## config.mk

```make
export PLATFORM = sky130hd
export DESIGN_NAME = debouncer_bank
export DESIGN_NICKNAME = d
export VERILOG_FILES = /design/src/rtl/debouncer_bank.sv
export SDC_FILE = /design/constraint.sdc
export NUM_CORES = 1
export LEC_CHECK = 0
export CORE_MARGIN = 2
export CORE_UTILIZATION = 65
export CTS_CLUSTER_SIZE = 14
export DETAILED_ROUTE_END_ITERATION = 8
export MAX_ROUTING_LAYER = met4
export PLACE_DENSITY = 0.94
export SLEW_MARGIN = 20
export SYNTH_ARGS = -nofsm -noshare
export SYNTH_HDL_FRONTEND = slang
export SYNTH_SLANG_ARGS = --single-unit
```

## constraint.sdc

```tcl
create_clock -name clk -period 5.8 [get_ports clk]
set_clock_uncertainty 0.05 [all_clocks]
set_input_delay 0.87 -clock clk [delete_from_list [all_inputs] [get_ports clk]]
set_output_delay 0.87 -clock clk [all_outputs]
set_load 0.02 [all_outputs]
```

## src/rtl/debouncer_bank.sv

```systemverilog
// debouncer_bank: multi-channel input debouncer for the traffic controller's
// field inputs. Each channel synchronises its raw pin, waits for the new level
// to persist for STABLE_CYCLES, then updates a clean level, fires one-cycle
// rise/fall pulses and raises a long-press "held" flag after HOLD_CYCLES.

// One debounced channel: 2-flop synchroniser, stability filter, hold timer.
module debouncer_channel #(
    parameter int   CNT_W         = 16,
    parameter int   STABLE_CYCLES = 50000,
    parameter int   HOLD_W        = 24,
    parameter int   HOLD_CYCLES   = 5000000,
    parameter logic RESET_VAL     = 1'b0
) (
    input  logic clk,
    input  logic reset,
    input  logic noisy,
    output logic clean,
    output logic rise,
    output logic fall,
    output logic held
);

    // Terminal counts: the window closes when the counter has already seen
    // N-1 mismatching cycles and the current cycle still mismatches.
    localparam logic [CNT_W-1:0]  CNT_LAST  = CNT_W'(STABLE_CYCLES - 1);
    localparam logic [HOLD_W-1:0] HOLD_LAST = HOLD_W'(HOLD_CYCLES - 1);

    logic              sync1;
    logic              sync2;
    logic [CNT_W-1:0]  cnt;
    logic [CNT_W-1:0]  cnt_next;
    logic              clean_next;
    logic              rise_next;
    logic              fall_next;
    logic [HOLD_W-1:0] hcnt;
    logic [HOLD_W-1:0] hcnt_next;
    logic              held_next;

    // Two-flop synchroniser bringing the asynchronous pin into the clk domain.
    always_ff @(posedge clk or negedge reset) begin
        if (!reset) begin
            sync1 <= RESET_VAL;
            sync2 <= RESET_VAL;
        end else begin
            sync1 <= noisy;
            sync2 <= sync1;
        end
    end

    // Stability filter: any cycle agreeing with clean restarts the window;
    // the level only commits after STABLE_CYCLES consecutive disagreements.
    always_comb begin
        cnt_next   = cnt;
        clean_next = clean;
        rise_next  = 1'b0;
        fall_next  = 1'b0;
        if (sync2 == clean) begin
            cnt_next = '0;
        end else if (cnt == CNT_LAST) begin
            cnt_next   = '0;
            clean_next = sync2;
            rise_next  = sync2;
            fall_next  = ~sync2;
        end else begin
            cnt_next = cnt + CNT_W'(1);
        end
    end

    // Hold timer: counts while clean is high, saturates by freezing once held
    // is set, and clears as soon as it observes clean low (one edge after fall).
    always_comb begin
        hcnt_next = hcnt;
        held_next = held;
        if (!clean) begin
            hcnt_next = '0;
            held_next = 1'b0;
        end else if (!held) begin
            if (hcnt == HOLD_LAST) begin
                held_next = 1'b1;
            end else begin
                hcnt_next = hcnt + HOLD_W'(1);
            end
        end
    end

    // Stability counter, clean level and registered edge pulses.
    always_ff @(posedge clk or negedge reset) begin
        if (!reset) begin
            cnt   <= '0;
            clean <= RESET_VAL;
            rise  <= 1'b0;
            fall  <= 1'b0;
        end else begin
            cnt   <= cnt_next;
            clean <= clean_next;
            rise  <= rise_next;
            fall  <= fall_next;
        end
    end

    // Hold counter and long-press flag.
    always_ff @(posedge clk or negedge reset) begin
        if (!reset) begin
            hcnt <= '0;
            held <= 1'b0;
        end else begin
            hcnt <= hcnt_next;
            held <= held_next;
        end
    end

endmodule

// Bank of independent channels plus a combined change indicator.
module debouncer_bank #(
    parameter int                  CHANNELS      = 4,
    parameter int                  CNT_W         = 16,
    parameter int                  STABLE_CYCLES = 50000,
    parameter int                  HOLD_W        = 24,
    parameter int                  HOLD_CYCLES   = 5000000,
    parameter logic [CHANNELS-1:0] RESET_VAL     = {CHANNELS{1'b0}}
) (
    input  logic                clk,
    input  logic                reset,
    input  logic [CHANNELS-1:0] noisy,
    output logic [CHANNELS-1:0] clean,
    output logic [CHANNELS-1:0] rise,
    output logic [CHANNELS-1:0] fall,
    output logic [CHANNELS-1:0] held,
    output logic                any_change
);

    for (genvar i = 0; i < CHANNELS; i++) begin : g_chan
        debouncer_channel #(
            .CNT_W         (CNT_W),
            .STABLE_CYCLES (STABLE_CYCLES),
            .HOLD_W        (HOLD_W),
            .HOLD_CYCLES   (HOLD_CYCLES),
            .RESET_VAL     (RESET_VAL[i])
        ) u_chan (
            .clk   (clk),
            .reset (reset),
            .noisy (noisy[i]),
            .clean (clean[i]),
            .rise  (rise[i]),
            .fall  (fall[i]),
            .held  (held[i])
        );
    end

    // Pulses are already registered, so this OR stays glitch-free and is
    // high exactly while any channel shows an edge pulse.
    always_comb begin
        any_change = |(rise | fall);
    end

endmodule

```

==> impl_metrics.ini <==
[global_route]
grt_pass1_vias = 6674
grt_max_degree = 76
grtUsageTotal = 0.277
gr-total-overflow = 0
grt_pass1_wl_um = 32100
antenna_found_initial = 0

[yosys]
syn_area_um2 = 9200
synthFlopType = dfrtp_1
synth_area_per_cell_um2 = 9.68
synth-seq-cells = 184
async_reset_ff_frac = 1.00
synth_nets = 965
ys_seq_area_frac = 0.500
yosysUniqueCellTypes = 56
syn_inst = 951
yosys_warnings = 0
synth_edf_count = 0

[clock_network]
insertion_delay_ns = 0.43
root_buffer = clkbuf_16
cts_buffers = 17
clockBufferDepth = 2
hold_buffers = 0
clkSinkCount = 184
cts_tree = built
postCtsSetupRepairBufs = 0
cts-resized-gates = 0
htree_num_levels = 4
clk_pin_slew_ns = 0.07

[die]
core_area_um2 = 13900
die_area_um2 = 15100
die_w_um = 123
initial_core_util = 0.663
io_pins = 23
fp.dieH_um = 123
rows = 43

[power_and_ir_drop]
peakVddDrop_v = 0.000248
swShare = 0.214
seqPwrFrac = 0.518
p_int_mw = 1.97
p_comb_frac = 0.020
p_leak_nw = 4.12
power_density_nw_per_um2 = 250
p_switching_mw = 0.538
power_frac_clock = 0.462

[sta]
rsz0062_at_grt = false
fin_tns_setup_ns = 0
worstMarginPinSlew_ns = 0.940
fin_ws_ns = 2.73
min_period_over_period = 0.529
setup_violations = 0
drv_slew = 0
fmax_mhz = 326
relSlewSlack = 0.370
post-route-min-period_ns = 3.07
hold_viol = 0

[detailed_routing]
drt_wl_total_um = 18900
ant_nets = 0
drcViolationCount = 0
dr.pass1.iters = 5
routedWlPerCell_um = 16.5
dr_total_vias = 6955
first_iter_violations = 603
drt-vias-per-instance = 6.06

[critical_path]
rrSetupSlack_ns = 3.06
cpMaxStageDelayCell = nor4_1
max_stage_delay_ns = 0.65
worstPathRequired_ns = 4.88
r2r_start = g_chan[2].u_chan.hcnt[16]
cp-start-kind = register
cp_max_fo = 2
path_delay_family = simple AND/OR/NAND/NOR gates
worst_setup_path_end_kind = output pin
worst_ep_arrival_time_ns = 2.15
regToRegEndpoint = g_chan[2].u_chan.hcnt[0]
crit_type = register to output pin
path_cells = nor4_1 > nand2_1 > clkdlybuf4s50_1
crit_buf_inv = 1
ff2ff_path_depth = 6

[placement]
globalplace.congestion = 0.899
pre_cts_ws_ns = 3.19
port_buffers = 22
dp_hpwl_um = 11700

[cells_and_area]
final_cell_mix = 184 x dfrtp_1, 117 x nor2_1, 75 x nand2_1, 63 x xnor2_1, 55 x nand3_1
drive_above_1_share = 0.0569
area_delta_synth_final_pct = 9.15
layout_commonest_cell = dfrtp_1
antenna_cells = 0
nNetsFinal = 968

[hold_path]
hp-start = g_chan[3].u_chan.sync1
min_path_cells = 0
hold_path_end = g_chan[3].u_chan.sync2
hold_path.class = register to register

[run]
cap_viol_max_count = 0

[run_status]
status = finished, final reports clean
worst register-to-register path: cells and delay by family, from the launching register on:
kind          cells  cell delay, ns
mux               1            0.24
flops             1            0.44
simple gates      4            1.62
buf+inv           1            0.30
worst max path at each step:
| stage | startpoint | to | slack [ns] | cells after the start |
|---|---|---|---|---|
| 2_1_floorplan | g_chan[2].u_chan.hcnt[16] | g_chan[2].u_chan.hcnt[13] | 3.64 | 7 |
| 3_3_place_gp | g_chan[3].u_chan.clean | clean[3] | 3.21 | 1 |
| 3_5_place_dp | g_chan[2].u_chan.hcnt[16] | g_chan[2].u_chan.hcnt[1] | 3.19 | 6 |
| 4_1_cts | g_chan[3].u_chan.clean | clean[3] | 2.74 | 1 |
| 5_1_grt | g_chan[3].u_chan.clean | clean[3] | 2.62 | 1 |
| 6_report | g_chan[0].u_chan.fall | any_change | 2.73 | 3 |
state kept, by name (all words and copies together) (netlist names):
register and flops:
g_chan.u_chan.rise 4, g_chan.u_chan.sync2 4, g_chan.u_chan.clean 4, g_chan.u_chan.cnt 64, g_chan.u_chan.sync1 4, g_chan.u_chan.hcnt 96
g_chan.u_chan.fall 4, g_chan.u_chan.held 4
kinds of logic after synthesis:
kind of cell,count (synthesis),synth area share
adders and majority gates,8,0.0109
DFF,184,0.500
AOI/OAI and AO/OA,85,0.0617
buffers and inverters,75,0.0385
xor gates and xnor gates,101,0.0961
and+or+nand+nor,483,0.275
muxes,15,0.0169
synth_stat cells (19+ instances only):
master | n | area (um^2)
xor2_1 | 38 | 333
a21oi_1 | 19 | 95.1
and3_1 | 32 | 200
and2_1 | 30 | 188
inv_1 | 33 | 124
o21ai_0 | 19 | 95.1
nor3_1 | 36 | 180
or3_1 | 19 | 119
clkbuf_1 | 22 | 82.6
nand2_1 | 75 | 282
xnor2_1 | 63 | 552
nor2_1 | 117 | 439
nand3_1 | 55 | 275
nand4_1 | 32 | 200
dfrtp_1 | 184 | 4600
layer usage:
| layer | part of all wire | vias up | track usage |
|---|---|---|---|
| li1 | - | 3302 | - |
| met1 | 0.44 | 3447 | 0.352 |
| met2 | 0.50 | 166 | 0.443 |
| met3 | 0.035 | 40 | 0.0507 |
| met4 | 0.022 | 0 | 0.112 |
| met5 | 0 | - | - |
cell type report:
cell class | count | area (um^2)
sequential | 184 | 4600
multi-input combinational | 692 | 4240
fill | 933 | 3840
clock buffer | 21 | 470
timing repair buffer | 26 | 254
tap | 180 | 225
inverter | 33 | 124
clock inverter | 11 | 123
through the flow:
step / hold slack (ns) / instance area (um^2) / power [mW] / util / instances
2_1_floorplan: 0.281 / 9200 / 1.34 / - / 951
3_3_place_gp: 0.287 / 9450 / 1.37 / 0.681 / 1115
3_5_place_dp: 0.289 / 9450 / 1.37 / 0.681 / 1115
4_1_cts: 0.302 / 10000 / 2.53 / 0.724 / 1147
5_1_grt: 0.314 / 10000 / 2.59 / 0.724 / 1147
6_report: 0.300 / 10000 / 2.51 / 0.724 / 1147
power by group through the flow:
stage	sequential [mW]	combinational [mW]	clock, mW
floorplan	1.32	0.0154	0
global placement	1.32	0.0471	0
detailed placement	1.33	0.0499	0
CTS	1.30	0.0519	1.17
global route	1.30	0.0583	1.23
finish	1.30	0.0500	1.16
No activity file was read; power rests on OpenSTA's default activity.
